[config.mk]
export PLATFORM = sky130hd
export DESIGN_NAME = exc_commit_unit
export DESIGN_NICKNAME = d
export VERILOG_FILES = /design/src/rtl/exc_commit_unit.sv
export SDC_FILE = /design/constraint.sdc
export NUM_CORES = 1
export LEC_CHECK = 0
export ABC_CLOCK_PERIOD_IN_PS = 2200
export CELL_PAD_IN_SITES_DETAIL_PLACEMENT = 0
export CELL_PAD_IN_SITES_GLOBAL_PLACEMENT = 1
export CORE_MARGIN = 1
export CORE_UTILIZATION = 27
export CTS_CLUSTER_DIAMETER = 120
export DETAILED_ROUTE_END_ITERATION = 12
export HOLD_SLACK_MARGIN = 0.12
export PLACE_DENSITY_LB_ADDON = 0.1
export SYNTH_ARGS = -nofsm -noshare
export SYNTH_HDL_FRONTEND = slang
export SYNTH_SLANG_ARGS = --single-unit
export TNS_END_PERCENT = 10
[constraint.sdc]
create_clock -name clk -period 2.2 [get_ports clk]
set_clock_uncertainty 0.15 [all_clocks]
set_input_delay 0.22 -clock clk [delete_from_list [all_inputs] [get_ports clk]]
set_output_delay 0.22 -clock clk [all_outputs]
set_load 0.02 [all_outputs]
[src/rtl/exc_commit_unit.sv]
// ============================================================================
// Module   : exc_commit_unit
// Function : W-stage exception/interrupt commit with CP0 strobes and flush FSM
// Revision : 1.0
// ============================================================================
`default_nettype none

module exc_commit_unit #(
  parameter int          NUM_HW_INT   = 6,
  parameter int          NUM_SRC      = 8,
  parameter int          SYNC_STAGES  = 2,
  parameter int          FLUSH_CYCLES = 2,
  parameter logic [31:0] EXC_VECTOR   = 32'hBFC0_0380
) (
  input  logic                    clk,
  input  logic                    rst,
  input  logic                    valid_w,
  input  logic                    stall_w,
  input  logic [31:0]             pc_w,
  input  logic                    is_ds_w,
  input  logic [NUM_SRC-1:0]      exc_req,
  input  logic [5*NUM_SRC-1:0]    exc_codes,
  input  logic [NUM_SRC-1:0]      bv_sel,
  input  logic [31:0]             bad_vaddr_in,
  input  logic                    eret_w,
  input  logic [NUM_HW_INT-1:0]   hw_int,
  input  logic [1:0]              sw_int,
  input  logic                    status_ie,
  input  logic                    status_exl,
  input  logic [NUM_HW_INT+1:0]   status_im,
  input  logic [31:0]             epc_in,
  output logic [NUM_HW_INT+1:0]   cause_ip,
  output logic                    we_epc,
  output logic                    we_cause,
  output logic                    we_status,
  output logic                    we_badvaddr,
  output logic                    set_exl,
  output logic                    clr_exl,
  output logic [31:0]             epc_out,
  output logic [31:0]             badvaddr_out,
  output logic [4:0]              exc_code_out,
  output logic                    bd_out,
  output logic                    flush,
  output logic                    redirect_valid,
  output logic [31:0]             redirect_pc,
  output logic                    busy
);

  localparam int             C_CW          = (FLUSH_CYCLES > 1) ? $clog2(FLUSH_CYCLES) : 1;
  localparam logic [C_CW-1:0] C_FLUSH_LAST = C_CW'(FLUSH_CYCLES - 1);

  localparam logic [1:0] C_ST_IDLE     = 2'd0;
  localparam logic [1:0] C_ST_FLUSH    = 2'd1;
  localparam logic [1:0] C_ST_REDIRECT = 2'd2;

  logic [SYNC_STAGES-1:0][NUM_HW_INT-1:0] r_sync;
  logic [1:0]      r_state;
  logic [C_CW-1:0] r_cnt;
  logic            r_we_epc, r_we_cause, r_we_status, r_we_badvaddr;
  logic            r_set_exl, r_clr_exl, r_bd;
  logic [31:0]     r_epc, r_badvaddr, r_redirect_pc;
  logic [4:0]      r_exc_code;

  logic [NUM_HW_INT+1:0] w_cause_ip;
  logic        w_int_pend, w_exc_any, w_eret_misal, w_commit, w_take_exc;
  logic        w_src_bv, w_bv_we, w_epc_we;
  logic [4:0]  w_src_code, w_code;
  logic [31:0] w_epc_val, w_bv_val;

  assign w_cause_ip   = {r_sync[SYNC_STAGES-1], sw_int};
  assign w_int_pend   = (|(w_cause_ip & status_im)) & status_ie & ~status_exl;
  assign w_exc_any    = |exc_req;
  assign w_eret_misal = eret_w & (epc_in[1:0] != 2'b00);
  assign w_commit     = (r_state == C_ST_IDLE) & valid_w & ~stall_w &
                        (w_int_pend | w_exc_any | eret_w);
  assign w_take_exc   = w_int_pend | w_exc_any | w_eret_misal;

  // Scan from the top so the lowest-indexed (highest priority) source wins.
  always_comb begin
    w_src_code = 5'd0;
    w_src_bv   = 1'b0;
    for (int i = NUM_SRC - 1; i >= 0; i--) begin
      if (exc_req[i]) begin
        w_src_code = exc_codes[5*i +: 5];
        w_src_bv   = bv_sel[i];
      end
    end
  end

  assign w_code    = w_int_pend ? 5'd0 : (w_exc_any ? w_src_code : 5'd4);
  assign w_bv_we   = ~w_int_pend & (w_exc_any ? w_src_bv : w_eret_misal);
  assign w_bv_val  = (~w_int_pend & ~w_exc_any) ? epc_in : bad_vaddr_in;
  // EPC/BD are preserved when a nested exception hits with EXL already set.
  assign w_epc_we  = w_int_pend | ~status_exl;
  assign w_epc_val = is_ds_w ? (pc_w - 32'd4) : pc_w;

  always_ff @(posedge clk or negedge rst) begin
    if (!rst) begin
      r_sync        <= '0;
      r_state       <= C_ST_IDLE;
      r_cnt         <= '0;
      r_we_epc      <= 1'b0;
      r_we_cause    <= 1'b0;
      r_we_status   <= 1'b0;
      r_we_badvaddr <= 1'b0;
      r_set_exl     <= 1'b0;
      r_clr_exl     <= 1'b0;
      r_bd          <= 1'b0;
      r_epc         <= '0;
      r_badvaddr    <= '0;
      r_redirect_pc <= '0;
      r_exc_code    <= '0;
    end else begin
      r_sync        <= {r_sync[SYNC_STAGES-2:0], hw_int};
      r_we_epc      <= 1'b0;
      r_we_cause    <= 1'b0;
      r_we_status   <= 1'b0;
      r_we_badvaddr <= 1'b0;
      r_set_exl     <= 1'b0;
      r_clr_exl     <= 1'b0;

      if (w_commit) begin
        r_we_status <= 1'b1;
        if (w_take_exc) begin
          r_we_epc      <= w_epc_we;
          r_we_cause    <= 1'b1;
          r_we_badvaddr <= w_bv_we;
          r_set_exl     <= 1'b1;
          r_exc_code    <= w_code;
          r_redirect_pc <= EXC_VECTOR;
          if (w_epc_we) begin
            r_epc <= w_epc_val;
            r_bd  <= is_ds_w;
          end
          if (w_bv_we) begin
            r_badvaddr <= w_bv_val;
          end
        end else begin
          r_clr_exl     <= 1'b1;
          r_redirect_pc <= epc_in;
        end
      end

      case (r_state)
        C_ST_IDLE: begin
          r_cnt <= '0;
          if (w_commit) begin
            r_state <= C_ST_FLUSH;
          end
        end
        C_ST_FLUSH: begin
          if (r_cnt == C_FLUSH_LAST) begin
            r_cnt   <= '0;
            r_state <= C_ST_REDIRECT;
          end else begin
            r_cnt <= r_cnt + 1'b1;
          end
        end
        C_ST_REDIRECT: r_state <= C_ST_IDLE;
        default:       r_state <= C_ST_IDLE;
      endcase
    end
  end

  assign cause_ip       = w_cause_ip;
  assign we_epc         = r_we_epc;
  assign we_cause       = r_we_cause;
  assign we_status      = r_we_status;
  assign we_badvaddr    = r_we_badvaddr;
  assign set_exl        = r_set_exl;
  assign clr_exl        = r_clr_exl;
  assign epc_out        = r_epc;
  assign badvaddr_out   = r_badvaddr;
  assign exc_code_out   = r_exc_code;
  assign bd_out         = r_bd;
  assign redirect_pc    = r_redirect_pc;
  assign flush          = (r_state == C_ST_FLUSH);
  assign redirect_valid = (r_state == C_ST_REDIRECT);
  assign busy           = (r_state != C_ST_IDLE);

endmodule

`default_nettype wire

==> flow_summary.yaml <==
status:
  outcome: "completed"
worst_hold_path:
  min-delay-start: "r_sync[5]"
  min_path_type: "flip-flop to flip-flop"
synthesis:
  ys_ff_latch: 122
  seq_area_frac_synth_pct: 50.7
  synth_top_family_by_area: "simple AND/OR/NAND/NOR gates"
  synth_cell_types: 61
  ys.flop_type: "dfrtp_1"
  synthesis.nets: 750
  muxShareOfSynthArea_pct: 8.35
  synth_compound_area_share_pct: 13.8
  syn_inst: 573
  avgSynthCellArea_um2: 10.5
  yosys.area_share.simple_pct: 17.4
  yosys_warnings: 0
  ys_async_sr_fraction_pct: 100
  synth-edff-count: 0
  synth_adder_area_share_pct: 0.208
  synth-xor-area-share_pct: 4.07
  syn-cell-area_um2: 6020
route:
  drtAntennaViolNets: 0
  drtIter0Drc: 181
  drt-pass1-iter-count: 4
  totalWireLength_um: 20800
  routed.top_layer: "met4"
  wl_met1_um: 8710
  met2_length_um: 9920
  vias: 5635
  drc: 0
  post_drt_wl_per_cell_um: 16.7
  via_per_inst: 4.54
  dr_wl_met3_um: 1830
power:
  p_leak_nw: 4.54
  p_per_area_nw_per_um2: 983
  power_mw: 10.4
  clkPwrFrac_pct: 29.1
  p_int_mw: 7.06
  seq_power_share_pct: 32.0
  max-vdd-ir-drop_uv: 584
  power_frac_comb_pct: 38.9
  swShare_pct: 32.1
  p_switching_mw: 3.35
timing:
  fin_crit_ps: 2130
  rsz0062_at_grt: "true"
  setup_ws_ps: 70.8
  slew_viol_final: 0
  setup_viol: 0
  hold_violations: 0
  min_period_over_period_pct: 96.8
  worst_pin_slew_ps: 683
  maxSlewHeadroom_pct: 54.4
  whs_ps: 198
  tns_ps: 0
  fmax_mhz: 470
die:
  die_area_um2: 22900
  die_w_um: 151
  core-area_um2: 21800
  fp.dieH_um: 151
  start_util_pct: 27.6
  num_rows: 54
  num_io_pins: 295
clock_tree:
  cts_sinks: 122
  cts.clk_slew.worst_paths_ps: 60
  ctsLongestPathBuffers: 2
  tritoncts: "done"
  cts_buffers: 17
  h-tree-depth: 4
  cts_root_buf: "clkbuf_16"
  clk_latency_ps: 410
global_routing:
  grt_usage_pct: 18.1
  antenna_found_initial: 2
  grt_pass1_vias: 5881
  grt-ovfl-total: 0
  grt_pass1_wl_um: 31300
  grt_max_degree: 123
finish:
  area_growth_pct: 75.8
  design_area_um2: 10600
  layout-drive-gt1-share_pct: 18.7
  nets: 1122
  fin_util_pct: 48.5
  instances_no_fill: 1240
flow_run:
  maxCapViolCount: 0
placement:
  dp_slack_ps: -497
  dp.cells: 1196
  globalplace.congestion: 0.843
  place_area_um2: 9770
  io_buffers: 294
  dp_hpwl_um: 15800
setup_path:
  critical_path_arrival_ps: 2270
  crit_family: "buffers and inverters"
  critPathKind: "primary input to flip-flop"
  path_cells: "clkdlybuf4s50_1, nor4_4, and3_1, a221o_1, o211a_4, clkbuf_16, mux2_4"
  slowest_delay_ps: 500
  r2r_start: "r_state[1]"
  crit_path_top_delay_cell: "clkdlybuf4s50_1"
  start_kind: "primary input"
  cp_max_fo: 11
  crit_buf_inv: 2
  cp.required_ps: 2340
  startpoint: "exc_req[5]"
  critPathCaptureType: "flip-flop"
[power groups by stage]
stage	clock [mW]	combinational (mW)	sequential, mW
final	3.02	4.05	3.33
after global placement	0	4.03	3.34
after global routing	3.20	4.34	3.43
after detailed placement	0	4.05	3.36
after CTS	3.10	4.09	3.34
after floorplan	0	1.06	4.11
[sequential cells by signal, indices dropped and copies added, names as in the netlist]
register / cells
badvaddr_out: 32
bd_out: 1
cause_ip: 6
clr_exl: 1
epc_out: 32
exc_code_out: 5
r_cnt: 1
r_state: 2
r_sync: 6
redirect_pc: 32
set_exl: 1
we_badvaddr: 1
we_epc: 1
we_status: 1
[per-layer routing]
metal / vias to the layer above / global-route usage [%]
met5: - / 0
met2: 197 / 30.2
li1: 2756 / -
met1: 2663 / 21.3
met4: 0 / 5.75
met3: 19 / 6.84
[final timing paths]
kind                       slack [ps]               end  cells after the start
setup reg to reg                   90  badvaddr_out[19]                      6
max in group asynchronous        1090        epc_out[9]                      3
hold / removal                    200       cause_ip[7]                      0
hold reg to reg                   200       cause_ip[7]                      0
min in group asynchronous         290   redirect_pc[17]                      3
setup / recovery                   70  badvaddr_out[19]                      7
[layout by cell type, fill, tap and decap left out, drive strengths merged, types with 6 or more instances in the layout]
cell           netlist  final
clkdlybuf4s50        0    291
nand2              145    145
dfrtp              122    122
buf                 25     89
o21ai               39     39
mux2                35     35
xnor2               23     23
a22o                21     21
clkbuf              13     21
nor3                17     17
inv                 13     15
nor2                14     14
o22a                12     12
nor4                 8      8
or3                  7      7
dlygate4sd3          0      7
a22oi                6      6
[area by class of cell]
| cell class | instances | area, µm² |
|---|---|---|
| Timing Repair Buffer | 391 | 3790 |
| Tap cell | 280 | 350 |
| Multi-Input combinational cell | 400 | 2710 |
| Clock inverter | 13 | 191 |
| Fill cell | 2018 | 11200 |
| Sequential cell | 122 | 3050 |
| Antenna cell | 2 | 5.00 |
| Inverter | 13 | 51.3 |
| Clock buffer | 19 | 443 |
[timing repair]
action | CTS | global route
cloned | 0 | 2
hold buffers | 7 | 0
resized for setup | 4 | 11
buffers inserted | 0 | 1
endpoints found under the setup margin | 50 | 63
hold endpoints to repair | 128 | 0
pin swaps | 0 | 4
[synth_stat cells, types with 4 or more instances]
cell type  instances  area share [%]
nand2_1          145             9.0
dfrtp_1          122              51
o21ai_0           34             2.8
mux2_4            29             7.2
xnor2_1           23             3.3
a22o_1            21             3.1
nor3_1            16             1.3
buf_4             15             1.9
nor2_1            14            0.87
clkbuf_1          13            0.81
o22a_1            12             1.7
inv_1             10            0.62
nor4_1             7            0.73
or3_1              7            0.73
a22oi_1            6            0.75
mux2_2             6             1.1
nand3_1            5            0.42
o22ai_1            5            0.52
xor2_1             5            0.73
a221o_1            4            0.66
a221oi_1           4            0.58
and2_1             4            0.42
buf_6              4            0.75
nor2b_1            4            0.42
o21ai_1            4            0.33
o221ai_1           4            0.58
[worst reg2reg max path, delay by kind of cell (launching register included)]
kind | cells | cell delay [ps]
muxes | 1 | 310
and+or+nand+nor | 3 | 700
buffers and inverters | 1 | 210
DFF | 1 | 380
AOI/OAI and AO/OA | 1 | 230
[logic make-up after synthesis]
kind of cell	Yosys count
compound gates	113
flops	122
xor+xnor	28
fa+ha+maj	1
mux	35
simple gates	223
buf+inv	51
No activity file was read; power rests on OpenSTA's default activity.
